## config.mk

```make
export PLATFORM = sky130hd
export DESIGN_NAME = multicycle_adder_flat
export DESIGN_NICKNAME = d
export VERILOG_FILES = /design/src/rtl/multicycle_adder_pkg.sv /design/src/rtl/multicycle_adder_if.sv /design/src/rtl/multicycle_adder_slice.sv /design/src/rtl/multicycle_adder.sv /design/src/flat_wrapper.sv
export SDC_FILE = /design/constraint.sdc
export NUM_CORES = 1
export LEC_CHECK = 0
export ABC_AREA = 1
export BUFFER_PORTS_ARGS = -buffer_cell sky130_fd_sc_hd__buf_2
export CAP_MARGIN = 20
export CELL_PAD_IN_SITES_DETAIL_PLACEMENT = 0
export CELL_PAD_IN_SITES_GLOBAL_PLACEMENT = 1
export CORE_ASPECT_RATIO = 1.2
export CORE_MARGIN = 4
export CORE_UTILIZATION = 38
export DETAILED_ROUTE_END_ITERATION = 6
export GPL_TIMING_DRIVEN = 0
export PLACE_DENSITY = 0.78
export SLEW_MARGIN = 30
export SYNTH_ARGS = -nofsm -noshare
export SYNTH_HDL_FRONTEND = slang
export SYNTH_SLANG_ARGS = --single-unit
```

## constraint.sdc

```tcl
create_clock -name clk -period 3.95 [get_ports clk]
set_input_delay 0.395 -clock clk [delete_from_list [all_inputs] [get_ports clk]]
set_output_delay 0.395 -clock clk [all_outputs]
set_load 0.01 [all_outputs]
```

## src/rtl/multicycle_adder_pkg.sv

```systemverilog
// Shared definitions for the multicycle adder: FSM encoding, slice-count
// helper, parameter legality check and the one-bit full-adder cell.
package multicycle_adder_pkg;

  // Controller states, fixed 2-bit encoding so debug taps stay stable.
  typedef enum logic [1:0] {
    IDLE = 2'd0,
    ADD  = 2'd1,
    DONE = 2'd2
  } state_t;

  // Number of SLICE-wide passes needed to cover WIDTH bits.
  function automatic int nslice(input int width, input int slice);
    return width / slice;
  endfunction

  // Slicing is only meaningful when SLICE evenly tiles WIDTH.
  function automatic bit slicing_legal(input int width, input int slice);
    return (slice >= 1) && (slice <= width) && ((width % slice) == 0);
  endfunction

  // Full-adder cell: returns {carry_out, sum_bit}.
  function automatic logic [1:0] full_add(input logic x, input logic y, input logic ci);
    logic s;
    logic co;
    s  = x ^ y ^ ci;
    co = (x & y) | (ci & (x ^ y));
    return {co, s};
  endfunction

endpackage

```

## src/rtl/multicycle_adder_if.sv

```systemverilog
// Operand/result bus of the multicycle adder.
//
// Handshake: both channels use valid/ready. A transfer happens on a rising
// clk edge where valid && ready are both 1. Once valid is raised the source
// holds it and its payload unchanged until the transfer; ready may be raised
// or dropped at any time and never depends combinationally on a future valid.
// The start channel carries {a, b, carryin, sub}; the result channel carries
// {sum, carryout, overflow}.
interface multicycle_adder_if #(
  parameter int WIDTH = 32
);
  logic             start_valid;
  logic             start_ready;
  logic [WIDTH-1:0] a;
  logic [WIDTH-1:0] b;
  logic             carryin;
  logic             sub;
  logic             result_valid;
  logic             result_ready;
  logic [WIDTH-1:0] sum;
  logic             carryout;
  logic             overflow;

  // Producer/consumer side.
  modport master (
    output start_valid, a, b, carryin, sub, result_ready,
    input  start_ready, result_valid, sum, carryout, overflow
  );

  // Adder side.
  modport slave (
    input  start_valid, a, b, carryin, sub, result_ready,
    output start_ready, result_valid, sum, carryout, overflow
  );
endinterface

```

## src/rtl/multicycle_adder_slice.sv

```systemverilog
// Combinational SLICE-bit ripple adder built from full-adder cells.
// c_msb is the carry into the slice's top bit, needed for signed overflow.
module multicycle_adder_slice
  import multicycle_adder_pkg::*;
#(
  parameter int SLICE = 4
) (
  input  logic [SLICE-1:0] a_s,
  input  logic [SLICE-1:0] b_s,
  input  logic             cin,
  output logic [SLICE-1:0] s,
  output logic             cout,
  output logic             c_msb
);

  logic [SLICE:0] c;

  assign c[0] = cin;

  // Ripple chain, one full-adder cell per bit.
  for (genvar i = 0; i < SLICE; i++) begin : g_fa
    assign {c[i+1], s[i]} = full_add(a_s[i], b_s[i], c[i]);
  end

  assign cout  = c[SLICE];
  assign c_msb = c[SLICE-1];

endmodule

```

## src/rtl/multicycle_adder.sv

```systemverilog
// WIDTH-bit adder/subtractor that adds SLICE bits per clock, carrying
// between cycles through a carry register. One operation in flight at a time.
module multicycle_adder
  import multicycle_adder_pkg::*;
#(
  parameter int WIDTH = 32,
  parameter int SLICE = 4
) (
  input  logic                clk,
  input  logic                reset,
  multicycle_adder_if.slave   bus,
  output state_t              dbg_state
);

  localparam int              NSLICE     = nslice(WIDTH, SLICE);
  localparam int              KW         = (NSLICE > 1) ? $clog2(NSLICE) : 1;
  localparam logic [KW-1:0]   K_LAST     = KW'(NSLICE - 1);
  localparam logic [WIDTH-1:0] SLICE_MASK = WIDTH'({SLICE{1'b1}});

  if (!slicing_legal(WIDTH, SLICE)) begin : g_bad_params
    $error("multicycle_adder: WIDTH (%0d) must be a positive multiple of SLICE (%0d)",
           WIDTH, SLICE);
  end

  state_t           state_q;
  state_t           state_n;
  logic [KW-1:0]    k_q;
  logic             carry_q;
  logic [WIDTH-1:0] a_q;
  logic [WIDTH-1:0] b_q;
  logic [WIDTH-1:0] sum_q;
  logic             cout_q;
  logic             ovf_q;

  logic [31:0]      sh;
  logic [SLICE-1:0] a_s;
  logic [SLICE-1:0] b_s;
  logic [SLICE-1:0] s_s;
  logic             cout_s;
  logic             cmsb_s;
  logic [WIDTH-1:0] sum_n;
  logic             last;

  // Select slice k of the captured operands.
  always_comb begin
    sh   = 32'(k_q) * 32'(SLICE);
    a_s  = SLICE'(a_q >> sh);
    b_s  = SLICE'(b_q >> sh);
    last = (k_q == K_LAST);
  end

  multicycle_adder_slice #(.SLICE(SLICE)) u_slice (
    .a_s   (a_s),
    .b_s   (b_s),
    .cin   (carry_q),
    .s     (s_s),
    .cout  (cout_s),
    .c_msb (cmsb_s)
  );

  // Merge the fresh slice result into sum[k*SLICE +: SLICE].
  always_comb begin
    sum_n = (sum_q & ~(SLICE_MASK << sh)) | (WIDTH'(s_s) << sh);
  end

  // Next-state and handshake outputs.
  always_comb begin
    state_n          = state_q;
    bus.start_ready  = 1'b0;
    bus.result_valid = 1'b0;
    unique case (state_q)
      IDLE: begin
        bus.start_ready = 1'b1;
        if (bus.start_valid) state_n = ADD;
      end
      ADD: begin
        if (last) state_n = DONE;
      end
      DONE: begin
        bus.result_valid = 1'b1;
        if (bus.result_ready) state_n = IDLE;
      end
      default: state_n = IDLE;
    endcase
  end

  // State register and datapath; reset aborts any operation in flight.
  always_ff @(posedge clk) begin
    if (reset) begin
      state_q <= IDLE;
      k_q     <= '0;
      carry_q <= 1'b0;
      a_q     <= '0;
      b_q     <= '0;
      sum_q   <= '0;
      cout_q  <= 1'b0;
      ovf_q   <= 1'b0;
    end else begin
      state_q <= state_n;
      unique case (state_q)
        IDLE: begin
          if (bus.start_valid) begin
            // Subtract is a + ~b + 1, so invert b and force carry-in.
            a_q     <= bus.a;
            b_q     <= bus.sub ? ~bus.b : bus.b;
            carry_q <= bus.sub ? 1'b1 : bus.carryin;
            k_q     <= '0;
          end
        end
        ADD: begin
          sum_q   <= sum_n;
          carry_q <= cout_s;
          if (last) begin
            cout_q <= cout_s;
            ovf_q  <= cmsb_s ^ cout_s;
          end else begin
            k_q <= k_q + 1'b1;
          end
        end
        default: ;
      endcase
    end
  end

  assign bus.sum      = sum_q;
  assign bus.carryout = cout_q;
  assign bus.overflow = ovf_q;
  assign dbg_state    = state_q;

endmodule
```

## src/flat_wrapper.sv

```systemverilog
// flat-port wrapper written by rule: the top's interface ports become plain ports
module multicycle_adder_flat import multicycle_adder_pkg::*;
#(
  parameter int WIDTH = 32,
  parameter int SLICE = 4
)
  (clk, reset, dbg_state, bus_start_valid, bus_a, bus_b, bus_carryin, bus_sub, bus_result_ready, bus_start_ready, bus_result_valid, bus_sum, bus_carryout, bus_overflow);
  multicycle_adder_if #(.WIDTH(WIDTH)) bus_i ();
  input  logic clk;
  input  logic reset;
  output state_t dbg_state;
  input wire logic [$bits(bus_i.start_valid)-1:0] bus_start_valid;
  input wire logic [$bits(bus_i.a)-1:0] bus_a;
  input wire logic [$bits(bus_i.b)-1:0] bus_b;
  input wire logic [$bits(bus_i.carryin)-1:0] bus_carryin;
  input wire logic [$bits(bus_i.sub)-1:0] bus_sub;
  input wire logic [$bits(bus_i.result_ready)-1:0] bus_result_ready;
  output wire logic [$bits(bus_i.start_ready)-1:0] bus_start_ready;
  output wire logic [$bits(bus_i.result_valid)-1:0] bus_result_valid;
  output wire logic [$bits(bus_i.sum)-1:0] bus_sum;
  output wire logic [$bits(bus_i.carryout)-1:0] bus_carryout;
  output wire logic [$bits(bus_i.overflow)-1:0] bus_overflow;
  assign bus_i.start_valid = bus_start_valid;
  assign bus_i.a = bus_a;
  assign bus_i.b = bus_b;
  assign bus_i.carryin = bus_carryin;
  assign bus_i.sub = bus_sub;
  assign bus_i.result_ready = bus_result_ready;
  assign bus_start_ready = bus_i.start_ready;
  assign bus_result_valid = bus_i.result_valid;
  assign bus_sum = bus_i.sum;
  assign bus_carryout = bus_i.carryout;
  assign bus_overflow = bus_i.overflow;
  multicycle_adder #(.WIDTH(WIDTH), .SLICE(SLICE)) u_core (.clk(clk), .reset(reset), .bus(bus_i), .dbg_state(dbg_state));
endmodule
```

Word level (Yosys, flattened, before mapping)
Index checks and enable logic that the tools add are counted.

Bits in registers: 104. Bits of input ports: 70. Output and inout bits: 38. Logic and storage cells: 65.

Add/subtract/negate cells: 1. Equal/unequal tests: 7. Shifts and indexed selects: 4. Muxes and demuxes: 13. Bitwise gates (word level): 25. Reductions and logical operators: 7.

Operators by type and width (count): $not 32->32 (2); $shr 32x5->4 (2); $and 32x32->32 (1); $mux 32 (1); $or 32x32->32 (1); $shl 4x5->32 (1); $shl 4x5->32 const A (1); $xor 1x1->1 (9); $and 1x1->1 (8); $mux 2 (3); $mux 3 (2); $ne 2x2->1 const B (3); $pmux 2 s3 (1); $pmux 3 s2 (1); $reduce_and 2->1 (3); $reduce_and 3->1 (2); $mux 1 (4); $or 1x1->1 (4); $add 3x1->3 const B (1); $eq 3x3->1 const B (1); $eq 2x1->1 const B (1); $eq 2x2->1 const B (1); $logic_not 2->1 (1); $ne 2x1->1 const B (1); 2 further kinds (2).

Depth between registers and ports, before layout
Depth in word-level cells: 11. Depth in mapped cells: 18. Depth with buffers taken out: 17.

Modules after synthesis
A second synthesis with hierarchy kept.

Cells, all modules: 781. Area, all modules: 5183.7 um2.

By module, submodules not included: multicycle_adder (instances 1, cells an instance 769, area each 5073.6 um2, sequential area each 2082.0 um2); multicycle_adder_slice (instances 1, cells an instance 12, area each 110.1 um2, sequential area each 0.0 um2).

Worst setup path after synthesis
OpenSTA, ideal clock, no wires.

Kind: reg2reg. Start: register u_core.k_q[1]. End: register u_core.sum_q[27] (netlist: u_core.bus.sum[27]). Library setup time: 0.132 ns. Arrival time: 2.816 ns. Required time: 3.818 ns. Slack: 1.002 ns. Cell stages (with the launch flop): 19. Buffers on the path: 2. Clock period less this slack: 2.948 ns. Cell sequence: dfxtp_1 buf_2 inv_1 buf_2 nor2_1 nand2_1 nand3_1 nand2_1 fa_1 inv_1 fa_1 inv_1 fa_1 inv_1 fa_1 nand2_1 nor2_1 nand2_1 a21oi_1.

Longest elaborated chain between the ends: 11. Elaborated cells between the ends (all ways): 21. Those cells by class: 4 x shift; 17 x bitwise.

Ends and longest elaborated chain: start: declaration (line multicycle_adder.sv:27) `logic [KW-1:0] k_q;`; start signal: assignment (line multicycle_adder.sv:117) `k_q <= k_q + 1'b1;`; $shr 32x5->4, on equally long branches (line multicycle_adder.sv:47, multicycle_adder.sv:48); $xor 1x1->1 (line multicycle_adder_pkg.sv:27) `co = (x & y) | (ci & (x ^ y));`; $and 1x1->1 (line multicycle_adder_pkg.sv:27); $or 1x1->1 (line multicycle_adder_pkg.sv:27); $and 1x1->1 (line multicycle_adder_pkg.sv:27); $or 1x1->1 (line multicycle_adder_pkg.sv:27); $and 1x1->1 (line multicycle_adder_pkg.sv:27); $or 1x1->1 (line multicycle_adder_pkg.sv:27); $xor 1x1->1 (line multicycle_adder_pkg.sv:26) `s = x ^ y ^ ci;`; $shl 4x5->32 (line multicycle_adder.sv:63) `sum_n = (sum_q & ~(SLICE_MASK << sh)) | (WIDTH'(s_s) << sh);`; $or 32x32->32 (*) (line multicycle_adder.sv:63); end signal: assignment (line multicycle_adder.sv:111) `sum_q <= sum_n;`; end: declaration (line multicycle_adder.sv:31) `logic [WIDTH-1:0] sum_q;`.

Mark *: on every way between the ends. The rest lies on a longest branch, timed or not. A chain may end at the register's enable or synchronous reset.

Final worst setup path
Start: register u_core.k_q[0]. End: register u_core.sum_q[27] (netlist: u_core.bus.sum[27]).

Same word-level chain as after synthesis.

==> out/summary.md <==
## Outcome
* outcome: finished, final reports clean

## Die
* number of top-level pins: 108
* area of the die: 0.0154 sq mm
* core area: 0.0132 sq mm
* # rows: 46
* y dimension of the die: 135 microns
* DIE WIDTH: 114 microns
* Initial Utilization: 38.7%

## Hold path
* Hold Path Stages: 3
* worst min-delay path class: input pin to flop

## Timing
* fin crit share: 89.1%
* setup tns final: 0 ps
* final number of hold-violating endpoints: 0
* final worst-path setup slack: 432 ps
* Setup Viol. Count Final: 0
* min cycle time layout: 3520 ps
* worst slew slack as a fraction of its limit: 56.8%
* total count of max-transition violations in the final report: 0
* Setup Skew: 9.00 ps
* Peak Freq: 284 MHz
* RSZ-0062 raised after global routing: false
* Worst Max-Slew Pin Slew: 648 ps

## Final layout
* fraction of the core area covered by cells at the end of the flow: 46.5%
* net count reported at finish: 962
* count of inserted antenna diode cells: 0
* Synth-to-Final Area Change: 20.1%
* fraction of final layout cells sized beyond drive strength 1: 17.4%

## Routing
* Pre-antenna DRT Iters: 5
* Post-DRT Antenna Nets: 0
* total DRC errors in the routed layout: 0
* average vias per placed instance: 4.64
* post-detailed-routing wire length: 14.3 mm
* average wire length per cell after detail routing: 13.5 microns
* Vias: 4891
* number of violations reported at the end of detailed-routing iteration 0: 303

## Setup path
* peak fanout along the critical path: 10
* required time of the critical path: 4160 ps
* type of element launching the critical path: flop
* r2r worst-path depth: 17
* sort of element at the end of the critical path: flop
* crit path kind: flop to flop
* WP data arrival: 3730 ps

## Yosys
* top area cells in the synthesized netlist: sky130_fd_sc_hd__dfxtp_1 (41%), sky130_fd_sc_hd__nand2_1 (18%), sky130_fd_sc_hd__nor2_1 (8.4%)
* instance count of the mapped netlist: 766
* library cell with the largest summed area after synthesis: sky130_fd_sc_hd__dfxtp_1
* Yosys cell types: 24
* syn_nets: 846
* Yosys warnings: 0
* Synth Cell Area: 0.00512 sq mm
* syn_area_per_cell: 6.69 sq um
* portion of synthesized cell area occupied by the leading cell type: 40.6%
* sequential element share of the synthesized area: 40.6%
* #FFs+latches synth: 104

## Clocking
* number of clock sinks: 104
* Skew-Pair Late Insertion Delay: 350 ps
* clock root buffer: sky130_fd_sc_hd__clkbuf_16
* CTS clock-pin slew for the worst setup and hold paths: 70 ps
* clock buffers created by TritonCTS: 9
* number of buffers added for setup after CTS: 0
* worst-case clock buffer depth: 2
* hold-fix buffer count after cts: 0
* TritonCTS clock tree: built
* maximum level of the CTS H-tree: 3
* post-cts resize count: 0

## Pwr
* leakage power: 2.89 nW
* P per Cell Area: 418 mW/mm^2
* Max IR drop VDD: 193 uV

## Place
* Port-buffer cells: 105
* placed wire-length estimate: 11.2 mm
* minimum setup slack after placement: 460 ps
* routability congestion estimate from global placement: 0.851

## Global route
* residual overflow from global routing: 0
* largest net degree at the start of global routing: 16
* GR Util All Layers: 18.7%
* number of antenna violations at the first check in global routing: 0
* vias in the first global route: 4736
* wire length of the first global-routing pass: 22.9 mm

## Flow run
* max-capacitance violation count: 0

-- cells in the mapped netlist --
cell / count
sky130_fd_sc_hd__a21oi_1: 61
sky130_fd_sc_hd__buf_1: 2
sky130_fd_sc_hd__buf_2: 17
sky130_fd_sc_hd__buf_4: 10
sky130_fd_sc_hd__clkbuf_1: 17
sky130_fd_sc_hd__clkinv_1: 1
sky130_fd_sc_hd__dfxtp_1: 104
sky130_fd_sc_hd__fa_1: 4
sky130_fd_sc_hd__ha_1: 6
sky130_fd_sc_hd__inv_1: 64
sky130_fd_sc_hd__inv_2: 2
sky130_fd_sc_hd__nand2_1: 245
sky130_fd_sc_hd__nand2_2: 2
sky130_fd_sc_hd__nand2_4: 1
sky130_fd_sc_hd__nand3_1: 33
sky130_fd_sc_hd__nand3b_1: 1
sky130_fd_sc_hd__nand4_1: 6
sky130_fd_sc_hd__nor2_1: 115
sky130_fd_sc_hd__nor2_2: 1
sky130_fd_sc_hd__nor2_4: 2
sky130_fd_sc_hd__nor3_1: 4
sky130_fd_sc_hd__o21ai_0: 32
sky130_fd_sc_hd__o21ai_1: 3
sky130_fd_sc_hd__xnor2_1: 33
-- final timing paths --
kind / start / to / slack [ps]
worst max-delay path: u_core.k_q[0] / u_core.bus.sum[27] / 430
worst min-delay path: bus_a[2] / u_core.a_q[2] / 300
worst max register to register: u_core.k_q[0] / u_core.bus.sum[27] / 430
worst min register to register: u_core.a_q[31] / u_core.a_q[31] / 450
-- power by group --
part,internal [mW],switching (mW),total [mW]
logic,0.202,0.339,0.541
registers,1.12,0.0324,1.15
clock network,0.499,0.383,0.882
-- cell type report --
cell class,instances,area [sq um]
clock buffer,15,288
buffer,46,231
fill,1420,7080
clock inverter,1,8.76
sequential,104,2080
timing repair buffer,105,526
multi-input combinational,549,2560
tap,168,210
inverter,67,251
-- metrics by stage --
stage               area [sq um]  hold slack [ps]  power, mW  cells
global route                6160              307       2.71   1055
global placement            5860              442       1.71   1039
CTS                         6160              289       2.59   1055
floorplan                   5120              429       1.53    766
detailed placement          5860              446       1.71   1039
finish                      6160              298       2.57   1055
-- state kept, by name, indices dropped and copies added (netlist names) --
name	flops
u_core.bus.overflow	1
u_core.dbg_state	2
u_core.a_q	32
u_core.k_q	3
u_core.bus.carryout	1
u_core.b_q	32
u_core.carry_q	1
u_core.bus.sum	32
-- kinds of logic (layout without fill, tap and decap cells) --
family                   Yosys count  in the layout  synth area share [%]
XOR/XNOR                          33             33                  5.64
flip-flops                       104            104                  40.6
buffers and inverters            113            234                  9.43
AND/OR/NAND/NOR                  410            410                  31.9
AO/OA/AOI/OAI                     96             96                  9.38
adder cells (fa/ha/maj)           10             10                  3.03
-- cell usage in the layout (no fill, tap or decap) --
master | netlist | routed
sky130_fd_sc_hd__a21oi_1 | 61 | 61
sky130_fd_sc_hd__buf_1 | 2 | 2
sky130_fd_sc_hd__buf_2 | 17 | 122
sky130_fd_sc_hd__buf_4 | 10 | 10
sky130_fd_sc_hd__clkbuf_1 | 17 | 19
sky130_fd_sc_hd__clkbuf_16 | 0 | 9
sky130_fd_sc_hd__clkbuf_8 | 0 | 4
sky130_fd_sc_hd__clkinv_1 | 1 | 1
sky130_fd_sc_hd__clkinv_4 | 0 | 1
sky130_fd_sc_hd__dfxtp_1 | 104 | 104
sky130_fd_sc_hd__fa_1 | 4 | 4
sky130_fd_sc_hd__ha_1 | 6 | 6
sky130_fd_sc_hd__inv_1 | 64 | 64
sky130_fd_sc_hd__inv_2 | 2 | 2
sky130_fd_sc_hd__nand2_1 | 245 | 245
sky130_fd_sc_hd__nand2_2 | 2 | 2
sky130_fd_sc_hd__nand2_4 | 1 | 1
sky130_fd_sc_hd__nand3_1 | 33 | 33
sky130_fd_sc_hd__nand3b_1 | 1 | 1
sky130_fd_sc_hd__nand4_1 | 6 | 6
sky130_fd_sc_hd__nor2_1 | 115 | 115
sky130_fd_sc_hd__nor2_2 | 1 | 1
sky130_fd_sc_hd__nor2_4 | 2 | 2
sky130_fd_sc_hd__nor3_1 | 4 | 4
sky130_fd_sc_hd__o21ai_0 | 32 | 32
sky130_fd_sc_hd__o21ai_1 | 3 | 3
sky130_fd_sc_hd__xnor2_1 | 33 | 33
-- worst max-delay path: stages (launching register included) --
cell,delay (ps)
sky130_fd_sc_hd__dfxtp_1,390
sky130_fd_sc_hd__clkbuf_1,490
sky130_fd_sc_hd__nor2_1,110
sky130_fd_sc_hd__nor2_1,100
sky130_fd_sc_hd__nand2_1,90
sky130_fd_sc_hd__nand3_1,90
sky130_fd_sc_hd__nand2_1,90
sky130_fd_sc_hd__fa_1,430
sky130_fd_sc_hd__inv_1,80
sky130_fd_sc_hd__fa_1,160
sky130_fd_sc_hd__inv_1,50
sky130_fd_sc_hd__fa_1,400
sky130_fd_sc_hd__inv_1,80
sky130_fd_sc_hd__fa_1,460
sky130_fd_sc_hd__nand2_1,150
sky130_fd_sc_hd__nor2_1,70
sky130_fd_sc_hd__nand2_1,90
sky130_fd_sc_hd__a21oi_1,60
-- per-layer routing --
| layer | track usage [%] | up-vias | routed length [microns] |
|---|---|---|---|
| li1 | - | 2591 | - |
| met1 | 23.1 | 2190 | 6340 |
| met2 | 33.4 | 95 | 7050 |
| met3 | 2.41 | 15 | 620 |
| met4 | 6.34 | 0 | 261 |
| met5 | 0 | - | 0 |
Power figures use the tool's default switching activity.
